`src/rtl/axi4_lite_rr_arbiter.sv`:
```
// Two-master AXI4-Lite round-robin arbiter in front of one slave.
// One whole transaction (AR->R or AW->W->B) is granted at a time.
module axi4_lite_rr_arbiter #(
    parameter int ADDR_W = 8,
    parameter int DATA_W = 32
) (
    input  logic                clk,
    input  logic                rst,
    input  logic [1:0]          m_arvalid,
    output logic [1:0]          m_arready,
    input  logic [2*ADDR_W-1:0] m_araddr,
    input  logic [1:0]          m_awvalid,
    output logic [1:0]          m_awready,
    input  logic [2*ADDR_W-1:0] m_awaddr,
    input  logic [1:0]          m_wvalid,
    output logic [1:0]          m_wready,
    input  logic [2*DATA_W-1:0] m_wdata,
    output logic [1:0]          m_bvalid,
    input  logic [1:0]          m_bready,
    output logic [1:0]          m_bresp,
    output logic [1:0]          m_rvalid,
    input  logic [1:0]          m_rready,
    output logic [DATA_W-1:0]   m_rdata,
    output logic [1:0]          m_rresp,
    output logic                s_arvalid,
    input  logic                s_arready,
    output logic [ADDR_W-1:0]   s_araddr,
    output logic                s_awvalid,
    input  logic                s_awready,
    output logic [ADDR_W-1:0]   s_awaddr,
    output logic                s_wvalid,
    input  logic                s_wready,
    output logic [DATA_W-1:0]   s_wdata,
    input  logic                s_bvalid,
    output logic                s_bready,
    input  logic [1:0]          s_bresp,
    input  logic                s_rvalid,
    output logic                s_rready,
    input  logic [DATA_W-1:0]   s_rdata,
    input  logic [1:0]          s_rresp,
    output logic                gnt,
    output logic                busy
);

    typedef enum logic [2:0] {
        IDLE,
        RADDR,
        RDATA,
        WADDR,
        WDATA,
        WRESP
    } state_t;

    state_t state;
    state_t state_nx;

    logic              gnt_nx;
    logic              last;
    logic              done;
    logic [1:0]        req;
    logic [1:0]        sel;
    logic [ADDR_W-1:0] araddr_g;
    logic [ADDR_W-1:0] awaddr_g;
    logic [DATA_W-1:0] wdata_g;

    assign req      = m_arvalid | m_awvalid;
    assign sel      = gnt ? 2'b10 : 2'b01;
    assign araddr_g = gnt ? m_araddr[2*ADDR_W-1:ADDR_W] : m_araddr[ADDR_W-1:0];
    assign awaddr_g = gnt ? m_awaddr[2*ADDR_W-1:ADDR_W] : m_awaddr[ADDR_W-1:0];
    assign wdata_g  = gnt ? m_wdata[2*DATA_W-1:DATA_W] : m_wdata[DATA_W-1:0];
    assign busy     = (state != IDLE);

    always_ff @(posedge clk or negedge rst) begin
        if (!rst) begin
            state <= IDLE;
            gnt   <= 1'b0;
            last  <= 1'b1;
        end else begin
            state <= state_nx;
            gnt   <= gnt_nx;
            if (done) begin
                last <= gnt;
            end
        end
    end

    always_comb begin
        state_nx  = state;
        gnt_nx    = gnt;
        done      = 1'b0;
        m_arready = 2'b00;
        m_awready = 2'b00;
        m_wready  = 2'b00;
        m_bvalid  = 2'b00;
        m_rvalid  = 2'b00;
        m_rdata   = '0;
        m_rresp   = 2'b00;
        m_bresp   = 2'b00;
        s_arvalid = 1'b0;
        s_araddr  = '0;
        s_awvalid = 1'b0;
        s_awaddr  = '0;
        s_wvalid  = 1'b0;
        s_wdata   = '0;
        s_rready  = 1'b0;
        s_bready  = 1'b0;
        unique case (state)
            IDLE: begin
                // Contention goes to the master that did not finish last.
                if (|req) begin
                    gnt_nx   = (&req) ? ~last : req[1];
                    state_nx = m_arvalid[gnt_nx] ? RADDR : WADDR;
                end
            end
            RADDR: begin
                s_arvalid = m_arvalid[gnt];
                s_araddr  = araddr_g;
                m_arready = {2{s_arready}} & sel;
                if (s_arvalid && s_arready) begin
                    state_nx = RDATA;
                end
            end
            RDATA: begin
                m_rvalid = {2{s_rvalid}} & sel;
                s_rready = m_rready[gnt];
                m_rdata  = s_rdata;
                m_rresp  = s_rresp;
                if (s_rvalid && s_rready) begin
                    state_nx = IDLE;
                    done     = 1'b1;
                end
            end
            WADDR: begin
                s_awvalid = m_awvalid[gnt];
                s_awaddr  = awaddr_g;
                m_awready = {2{s_awready}} & sel;
                if (s_awvalid && s_awready) begin
                    state_nx = WDATA;
                end
            end
            WDATA: begin
                s_wvalid = m_wvalid[gnt];
                s_wdata  = wdata_g;
                m_wready = {2{s_wready}} & sel;
                if (s_wvalid && s_wready) begin
                    state_nx = WRESP;
                end
            end
            WRESP: begin
                m_bvalid = {2{s_bvalid}} & sel;
                s_bready = m_bready[gnt];
                m_bresp  = s_bresp;
                if (s_bvalid && s_bready) begin
                    state_nx = IDLE;
                    done     = 1'b1;
                end
            end
            default: begin
                state_nx = IDLE;
            end
        endcase
    end

endmodule

```
`config.mk`:
```
export PLATFORM = sky130hd
export DESIGN_NAME = axi4_lite_rr_arbiter
export DESIGN_NICKNAME = d
export VERILOG_FILES = /design/src/rtl/axi4_lite_rr_arbiter.sv
export SDC_FILE = /design/constraint.sdc
export NUM_CORES = 1
export LEC_CHECK = 0
export BUFFER_PORTS_ARGS = -buffer_cell sky130_fd_sc_hd__buf_2
export CAP_MARGIN = 0
export CORE_AREA = 2 2 96 98
export DETAILED_ROUTE_END_ITERATION = 8
export DIE_AREA = 0 0 98 100
export PLACE_DENSITY_LB_ADDON = 0.15
export SYNTH_ARGS = -nofsm -noshare
export SYNTH_HDL_FRONTEND = slang
export SYNTH_SLANG_ARGS = --single-unit
```
`constraint.sdc`:
```
create_clock -name clk -period 3.3 [get_ports clk]
set_clock_uncertainty 0.2 [all_clocks]
set_input_delay 0.66 -clock clk [delete_from_list [all_inputs] [get_ports clk]]
set_output_delay 0.66 -clock clk [all_outputs]
set_load 0.03 [all_outputs]
```
==> flow_metrics.py <==
metrics = {
    "drt": {
        "num_vias": 2367,
        "drtIter0Drc": 48,
        "drtPass1Iterations": 4,
        "wire_per_inst_um": 13.0,
        "drt.antenna.violating_nets": 0,
        "drc": 0,
        "vias_per_cell": 4.20,
        "routed_wl_um": 7340,
    },
    "timing": {
        "hold_slack_ps": 59.2,
        "fmax_ghz": 0.337,
        "timing.slew.headroom_pct": 27.7,
        "worst_slew_pin_slew_ps": 1080,
        "setup_viol": 0,
        "rsz0062_at_grt": "no",
        "fin_setup_tns_ps": 0,
        "min_period_ps": 2970,
        "setup_ws_ps": 330,
        "hold_viol": 0,
        "period_share_pct": 90.0,
        "slew_viol_final": 0,
    },
    "clock_tree": {
        "clk_latency_ps": 220,
        "postCtsSetupBuffers": 0,
        "htreeDepth": 1,
        "cts.sinks": 5,
        "clockBufferDepth": 2,
        "cts-buffers-inserted": 3,
        "holdBufCountCts": 0,
        "cts_tree": "built",
        "post_cts_resized": 0,
        "clkTransAtPathRegs_ps": 40,
        "clock_tree.root_cell": "clkbuf_8",
    },
    "yosys": {
        "synth.distinct_cells": 34,
        "async_reset_ff_share_pct": 100,
        "postSynthCellCount": 217,
        "syn-cell-area_sq_um": 1520,
        "synthMuxAreaShare_pct": 36.4,
        "synth_flop_cell": "dfrtp_1",
        "synth_edf_count": 0,
        "ys_seq_area_share_pct": 8.31,
        "syn_nets": 366,
        "synth-compound-area-share_pct": 6.66,
        "synth.yosys.warnings": 0,
        "synth-xor-area-share_pct": 0,
        "synth_top_family_by_area": "simple AND/OR/NAND/NOR gates",
        "synthAdderAreaFrac_pct": 0,
        "avgSynthCellArea_sq_um": 7.01,
        "synth-seq-cells": 5,
        "yosys.area_share.simple_pct": 41.4,
    },
    "cells_and_area": {
        "layout-drive-gt1-share_pct": 58.3,
        "layout.nets": 603,
        "final-seq-area_sq_um": 130,
        "fillers": 973,
        "multi_input_area_sq_um": 1280,
        "synthToLayoutAreaGrowth_pct": 89.8,
        "fin_util_pct": 32.5,
        "antenna_cells": 0,
    },
    "job": {
        "drv_cap": 0,
    },
    "die": {
        "core_area_sq_um": 8890,
        "die_w_um": 98,
        "rows": 35,
        "num_io_pins": 250,
        "dieArea_sq_um": 9800,
        "start_util_pct": 17.1,
        "die_h_um": 100,
    },
    "setup_path": {
        "path_class": "reg2out",
        "path_max_fanout": 33,
        "cp_slowest_cell": "or3b_1",
        "max_stage_delay_ps": 850,
        "cp.required_ps": 2440,
        "path_cells": "or3b_1, nor2_1, buf_2",
        "path_delay_family": "simple AND/OR/NAND/NOR gates",
        "crit_arrival_ps": 2110,
        "path_buf_inv": 1,
        "start_kind": "flop",
        "crit_path_end_kind": "output port",
        "r2r_setup_slack_ps": 740,
    },
    "grt": {
        "grt_pass1_vias": 2238,
        "grt_pass1_wl_um": 10800,
        "antenna_found_initial": 0,
        "grt.total_usage_pct": 13.4,
        "grt-ovfl-total": 0,
        "grt_max_degree": 45,
    },
    "power_and_ir_drop": {
        "ir_worst_vdd_uv": 340,
        "power_density_nw_per_um2": 716,
        "leakagePower_nw": 1.92,
    },
    "outcome": {
        "status": "completed",
    },
    "placement": {
        "hpwlAfterDp_um": 6230,
        "dp_slack_ps": 534,
        "gp_congestion": 0.771,
        "port_buffers": 249,
    },
    "worst_hold_path": {
        "hold_class": "in2async",
    },
}
[synthesized netlist by cell type (3+ instances only)]
library cell  instances  area share [%]
and2_1               37              15
dfrtp_1               4             6.6
clkbuf_1              9             2.2
nand2b_1              3             1.2
nor3_1                5             1.6
buf_2                 7             2.3
mux2i_1              52              34
nor2_1               59              15
inv_1                 4            0.99
nand2_1               5             1.2
[registers in the layout, indices dropped and copies added, names as in the netlist]
| signal | count |
|---|---|
| gnt | 1 |
| state | 3 |
| last | 1 |
[routing by layer]
layer | vias to the layer above | global-route usage, % | wire length, um
li1 | 1195 | - | -
met1 | 1022 | 14.2 | 2670
met2 | 146 | 26.8 | 3870
met3 | 4 | 3.62 | 756
met4 | 0 | 2.03 | 33
met5 | - | 0 | 0
[where the power goes]
part | switching, mW | internal [mW]
Sequential | 0.172 | 0.0998
Combinational | 1.04 | 0.646
Clock | 0.0304 | 0.0830
Total | 1.24 | 0.828
[worst reg2reg max path: cells and delay by family (launching register included)]
family	cells	cell delay, ps
AND/OR/NAND/NOR	2	1020
flip-flops	1	550
AO/OA/AOI/OAI	2	340
multiplexers	1	320
[cells by family (layout without fill, tap and decap cells)]
logic type	after synthesis	in the layout
AND/OR/NAND/NOR	122	122
multiplexers	55	55
flip-flops	5	5
buffers and inverters	23	259
AO/OA/AOI/OAI	12	12
[layout make-up]
cell class                      count  area share [%]
Sequential cell                     5            4.51
Timing Repair Buffer              251            44.1
Clock buffer                        4            1.56
Multi-Input combinational cell    189            44.5
Tap cell                          111            4.81
Inverter                            4           0.520
[worst paths after layout]
kind / start / end / cells past startpoint
max: state[0] / s_wdata[8] / 3
min: rst / state[2] / 1
max reg2reg: state[0] / state[0] / 5
min reg2reg: last / last / 1
max in group asynchronous: rst / last / 1
min in group clk: last / last / 1
[layout by cell type, fill, tap and decap left out]
master    instances
buf_2           249
mux2_2            1
dfrtp_1           3
o22a_1            1
dfrtp_4           1
buf_12            1
nor3_2            1
o21ai_0           2
nand2_1           5
and2_1           37
buf_4             1
nor3b_1           1
a21oi_1           2
dfstp_2           1
nor2b_1           2
o41ai_2           1
o21ai_1           1
a21boi_1          1
and3b_1           2
mux2_1            2
and3_1            2
nor3_1            5
or3b_1            2
clkbuf_8          3
o21ba_4           1
nor2_1           59
a21oi_2           1
nand3_2           1
nand2b_1          3
mux2i_1          52
nand3b_1          1
a31oi_2           1
o22ai_1           1
inv_1             4
clkbuf_1          1
nor3b_4           1
[per-stage QoR]
step	area (sq um)	total power, mW	instances
after global routing	2890	2.23	564
after detailed placement	2840	1.98	560
after global placement	2840	1.97	560
final	2890	2.07	564
after CTS	2890	2.10	564
after floorplan	1520	1.51	217
No activity file was read; power rests on OpenSTA's default activity.
